### src/rtl/if_fetch_unit.sv
// if_fetch_unit: instruction fetch stage owning the PC, issuing single-outstanding bus
// reads, queueing returned words and discarding wrong-path data on redirect.
module if_fetch_unit #(
    parameter logic [31:0] RESET_PC = 32'h0000_0000,
    parameter int          QDEPTH   = 2
) (
    input  logic        clk,
    input  logic        rst,
    input  logic [2:0]  stalled_i,
    input  logic        branch_flag_i,
    input  logic [31:0] branch_addr_i,
    output logic        ibus_req_o,
    output logic [31:0] ibus_addr_o,
    input  logic        ibus_gnt_i,
    input  logic        ibus_rvalid_i,
    input  logic [31:0] ibus_rdata_i,
    output logic        inst_valid_o,
    output logic [31:0] inst_o,
    output logic [31:0] inst_addr_o
);
    localparam int AW = $clog2(QDEPTH);

    typedef enum logic [1:0] {REQ, WAIT, KILL} state_t;

    state_t      state_q, state_d;
    logic [31:0] pc_q, pc_d, addr_q, addr_d;
    logic        kill_q, kill_d;
    logic [31:0] qpc_q [QDEPTH];
    logic [31:0] qpc_d [QDEPTH];
    logic [31:0] qins_q [QDEPTH];
    logic [31:0] qins_d [QDEPTH];
    logic [AW-1:0] rd_q, rd_d, wr_q, wr_d;
    logic [AW:0]   cnt_q, cnt_d;
    logic        push, pop;
    logic [31:0] tgt;
    logic        unused;

    assign unused       = ^{stalled_i[2:1], branch_addr_i[1:0]};
    assign tgt          = {branch_addr_i[31:2], 2'b00};
    assign ibus_req_o   = rst && state_q == REQ && cnt_q < (AW+1)'(QDEPTH);
    // A redirected-but-ungranted request keeps presenting its original address
    assign ibus_addr_o  = kill_q ? addr_q : pc_q;
    assign inst_valid_o = cnt_q != '0 && !branch_flag_i;
    assign inst_o       = inst_valid_o ? qins_q[rd_q] : 32'h0000_0013;
    assign inst_addr_o  = inst_valid_o ? qpc_q[rd_q] : 32'h0;
    assign pop          = inst_valid_o && !stalled_i[0];
    assign push         = state_q == WAIT && ibus_rvalid_i && !branch_flag_i;

    always_comb begin
        state_d = state_q;
        pc_d    = pc_q;
        addr_d  = addr_q;
        kill_d  = kill_q;
        qpc_d   = qpc_q;
        qins_d  = qins_q;
        rd_d    = rd_q;
        wr_d    = wr_q;
        cnt_d   = cnt_q;
        case (state_q)
            REQ: begin
                if (ibus_req_o && ibus_gnt_i) begin
                    state_d = (kill_q || branch_flag_i) ? KILL : WAIT;
                    pc_d    = kill_q ? pc_q : pc_q + 32'd4;
                    kill_d  = 1'b0;
                end else if (ibus_req_o && branch_flag_i && !kill_q) begin
                    kill_d = 1'b1;
                    addr_d = pc_q;
                end
            end
            WAIT:    state_d = ibus_rvalid_i ? REQ : (branch_flag_i ? KILL : WAIT);
            KILL:    state_d = ibus_rvalid_i ? REQ : KILL;
            default: state_d = REQ;
        endcase
        // pc already advanced past the outstanding request while in WAIT
        if (push) begin
            qpc_d[wr_q]  = pc_q - 32'd4;
            qins_d[wr_q] = ibus_rdata_i;
            wr_d         = wr_q + 1'b1;
        end
        if (branch_flag_i) begin
            pc_d  = tgt;
            rd_d  = '0;
            wr_d  = '0;
            cnt_d = '0;
        end else begin
            rd_d  = pop ? rd_q + 1'b1 : rd_q;
            cnt_d = cnt_q + (AW+1)'(push) - (AW+1)'(pop);
        end
    end

    always_ff @(posedge clk or negedge rst) begin
        if (!rst) begin
            state_q <= REQ;
            pc_q    <= RESET_PC;
            addr_q  <= RESET_PC;
            kill_q  <= 1'b0;
            rd_q    <= '0;
            wr_q    <= '0;
            cnt_q   <= '0;
            for (int i = 0; i < QDEPTH; i++) begin
                qpc_q[i]  <= '0;
                qins_q[i] <= '0;
            end
        end else begin
            state_q <= state_d;
            pc_q    <= pc_d;
            addr_q  <= addr_d;
            kill_q  <= kill_d;
            rd_q    <= rd_d;
            wr_q    <= wr_d;
            cnt_q   <= cnt_d;
            qpc_q   <= qpc_d;
            qins_q  <= qins_d;
        end
    end
endmodule
### config.mk
export PLATFORM = sky130hd
export DESIGN_NAME = if_fetch_unit
export DESIGN_NICKNAME = d
export VERILOG_FILES = /design/src/rtl/if_fetch_unit.sv
export SDC_FILE = /design/constraint.sdc
export NUM_CORES = 1
export LEC_CHECK = 0
export BUFFER_PORTS_ARGS = -buffer_cell sky130_fd_sc_hd__buf_4
export CORE_ASPECT_RATIO = 1.1
export CORE_MARGIN = 2
export CORE_UTILIZATION = 60
export CTS_BUF_LIST = sky130_fd_sc_hd__clkbuf_8 sky130_fd_sc_hd__clkbuf_16
export DETAILED_ROUTE_END_ITERATION = 16
export PLACE_DENSITY_LB_ADDON = 0.25
export RECOVER_POWER = 100
export REMOVE_ABC_BUFFERS = 1
export SLEW_MARGIN = 20
export SYNTH_ARGS = -nofsm -noshare
export SYNTH_HDL_FRONTEND = slang
export SYNTH_SLANG_ARGS = --single-unit
### constraint.sdc
create_clock -name clk -period 6.8 [get_ports clk]
set_input_delay 1.02 -clock clk [delete_from_list [all_inputs] [get_ports clk]]
set_output_delay 1.02 -clock clk [all_outputs]
set_load 0.01 [all_outputs]
==> impl_metrics.json <==
{
  "muxShareOfSynthArea_pct": 11.8,
  "max_freq_ghz": 0.225,
  "max_slew_margin_pct": -107,
  "overflow": 0,
  "number_of_search_and_repair_iterations_in_the_first_detailed_routing_pass": 5,
  "top_area_cells_in_the_synthesized_netlist": "dfrtp_1, nand2_1, mux2i_1",
  "pwr-share-comb_pct": 22.6,
  "final_hold_violations": 0,
  "status": "finished, violations left",
  "gr-usage-all-layers_pct": 27.2,
  "finalSetupViolations": 0,
  "tritoncts": "done",
  "postSynthRegisterBits": 191,
  "drv_cap": 5,
  "core_rows": 49,
  "grt_max_degree": 79,
  "violations": "capacitance limit, slew limit",
  "period_needed_ns": 4.44,
  "max-vdd-ir-drop_mv": 0.184,
  "area_delta_synth_final_pct": 14.3,
  "netSwitchingPower_mw": 1.07,
  "cts.path.max_buffers": 2,
  "grt_pass1_vias": 7899,
  "final_antenna_net_count": 0,
  "leakage_nw": 4.87,
  "htree_num_levels": 4,
  "holdCritPathClass": "flip-flop to flip-flop",
  "synthSimpleGateAreaFrac_pct": 24.4,
  "cts.sinks": 191,
  "synth-compound-area-share_pct": 8.77,
  "die_span_y_um": 139,
  "pwr_density_cell_nw_per_um2": 301,
  "global_route_wire_length_before_repair_mm": 39.1,
  "yosys.area_share.adder_pct": 0.505,
  "place.port_buffers": 161,
  "postSynth.topFlopCell": "dfrtp_1",
  "cts.reportedPaths.clkPinSlew_ns": 0.07,
  "detailed_place_hpwl_mm": 15.2,
  "synthesis.area_per_instance_um2": 8.98,
  "synth_commonest_cells": "nand2_1, dfrtp_1, nor2_1",
  "clock_latency_of_the_later_clocked_register_in_the_worst_skew_pair_ns": 0.43,
  "switching_share_pct": 31.3,
  "main_combinational_cell_family_by_area_after_synthesis": "simple AND/OR/NAND/NOR gates",
  "critPathRequiredTime_ns": 6.97,
  "rr_worst_depth": 4,
  "area_share_of_xor_xnor_cells_in_the_synthesized_design_pct": 2.03,
  "detail_route.wirelength_mm": 23.5,
  "cts_made_buffers": 17,
  "synthDistinctLibCells": 57,
  "timing.final.crit_share_pct": 65.3,
  "power.clock.fraction_pct": 29.5,
  "num-nets-final": 1279,
  "tightest_slew_ns": 3.11,
  "drt-vias-per-instance": 5.82,
  "die_w_um": 127,
  "ys_warn_count": 0,
  "synth_top_cell_by_area": "dfrtp_1",
  "detail_route.drc_violations": 0,
  "crit_type": "primary input to flip-flop",
  "post_synthesis_async_set_or_reset_flop_share_pct": 100,
  "cts_setup_buffers": 0,
  "kind_of_end_point_of_the_critical_path": "flip-flop",
  "detailroute.via_count": 8266,
  "post_cts.resized_instances": 0,
  "ctsHoldBuffers": 0,
  "rsz0062_at_grt": "false",
  "wl_per_cell_um": 16.6,
  "hold-path-cell-count": 2,
  "pin_count": 170,
  "sequentialPowerShare_pct": 47.9,
  "cts-root-buf": "clkbuf_16",
  "synthCells": 1104,
  "ys_seq_area_share_pct": 48.2,
  "initial_antenna_violation_count": 0,
  "crit_arrival_ns": 4.61,
  "share_of_final_layout_standard_cells_stronger_than_drive_strength_1_pct": 11.4,
  "die_area_um2": 17600,
  "int_power_mw": 2.35,
  "floorplan.core_area_um2": 16200,
  "setup-tns-final_ns": 0,
  "floorplan.initialDensity_pct": 61.0,
  "antenna-diode-count": 0,
  "synthMostInstantiatedCell": "nand2_1",
  "finalMaxSlewViolations": 297,
  "p_total_mw": 3.42,
  "post-synth-top-area-fraction_pct": 48.2,
  "gp_congestion": 0.810,
  "crit_path_max_fanout": 68,
  "syn-cell-area_um2": 9920,
  "critical_path.startpoint_type": "primary input",
  "skew_ns": 0.00804,
  "synth-edff-count": 0,
  "detail_route.iter0.violations": 588
}
[routing by layer]
| metal | share of wire (%) | track usage (%) | up-vias |
|---|---|---|---|
| li1 | - | - | 3974 |
| met1 | 44 | 38.7 | 3971 |
| met2 | 47 | 42.5 | 278 |
| met3 | 6.2 | 3.82 | 43 |
| met4 | 2.5 | 10.8 | 0 |
| met5 | 0 | 0 | - |
[registers in the layout (all words and copies together), names as in the netlist]
register  cells
qins_q       64
qpc_q        60
addr_q       30
pc_q         30
cnt_q         2
state_q       2
kill_q        1
rd_q          1
wr_q          1
[area by class of cell]
class / count / area, um2
clock buffers: 18 / 439
repair buffers: 171 / 916
inverters: 11 / 41.3
flip-flops and latches: 191 / 4780
fillers: 1384 / 4910
clock inverters: 14 / 155
well taps: 204 / 255
multi-input cells: 811 / 4740
[placed cells by master (no fill, tap or decap), types with 3 or more instances in the layout]
cell	count
a31oi_1	41
and3_1	6
and4_1	6
buf_4	71
clkbuf_1	99
clkbuf_16	17
clkinv_2	3
clkinvlp_4	3
conb_1	4
dfrtp_1	190
ha_1	4
inv_1	10
inv_6	4
mux2_1	25
mux2_2	21
mux2i_1	65
nand2_1	273
nand2b_1	4
nand3_1	23
nand4_1	18
nor2_1	117
nor3_1	11
o211ai_1	3
o21ai_0	64
o311ai_1	4
o31ai_1	18
or3_1	13
or4_1	27
xnor2_1	12
xor2_1	11
[worst paths after layout]
check                                            start                     end  slack, ns
worst max-delay path                     branch_flag_i   qpc_q[46]$_DFFE_PN0P_       2.36
worst max register to register  state_q[1]$_DFFE_PN0P_   qpc_q[46]$_DFFE_PN0P_       2.84
min in group asynchronous                          rst  qins_q[14]$_DFFE_PN0P_       0.61
worst min-delay path            qins_q[13]$_DFFE_PN0P_  qins_q[13]$_DFFE_PN0P_       0.48
max in group asynchronous                          rst   qpc_q[57]$_DFFE_PN0P_       3.56
worst min register to register  qins_q[13]$_DFFE_PN0P_  qins_q[13]$_DFFE_PN0P_       0.48
[through the flow]
step / setup slack [ns] / utilization (%) / instances / hold WS (ns) / cell area, um2
CTS: 3.04 / 72.1 / 1420 / 0.479 / 11700
global placement: 2.64 / 68.5 / 1388 / 0.456 / 11100
floorplan: 1.81 / - / 1013 / 0.445 / 9550
global route: 2.00 / 69.8 / 1420 / 0.499 / 11300
detailed placement: 2.60 / 68.5 / 1388 / 0.461 / 11100
finish: 2.36 / 69.8 / 1420 / 0.475 / 11300
[power groups by stage]
stage,Clock (mW),Sequential [mW],Combinational [mW]
after floorplan,0,1.60,0.545
after global placement,0,1.64,0.822
after detailed placement,0,1.65,0.845
after CTS,1.02,1.63,0.851
after global routing,1.08,1.68,0.882
final,1.01,1.64,0.772
[kinds of logic (layout without fill, tap and decap cells)]
group,count (synthesis),after routing
xor gates and xnor gates,23,23
and+or+nand+nor,526,526
muxes,111,111
AOI/OAI and AO/OA,143,143
adders and majority gates,4,4
buffers and inverters,105,214
other,1,4
DFF,191,191
[critical path, stage by stage]
cell and delay (ns):
buf_4 0.30, nand4bb_1 0.49, nand2b_2 0.21, clkbuf_1 2.17, o21ai_0 0.35
No activity file was read; power rests on OpenSTA's default activity.
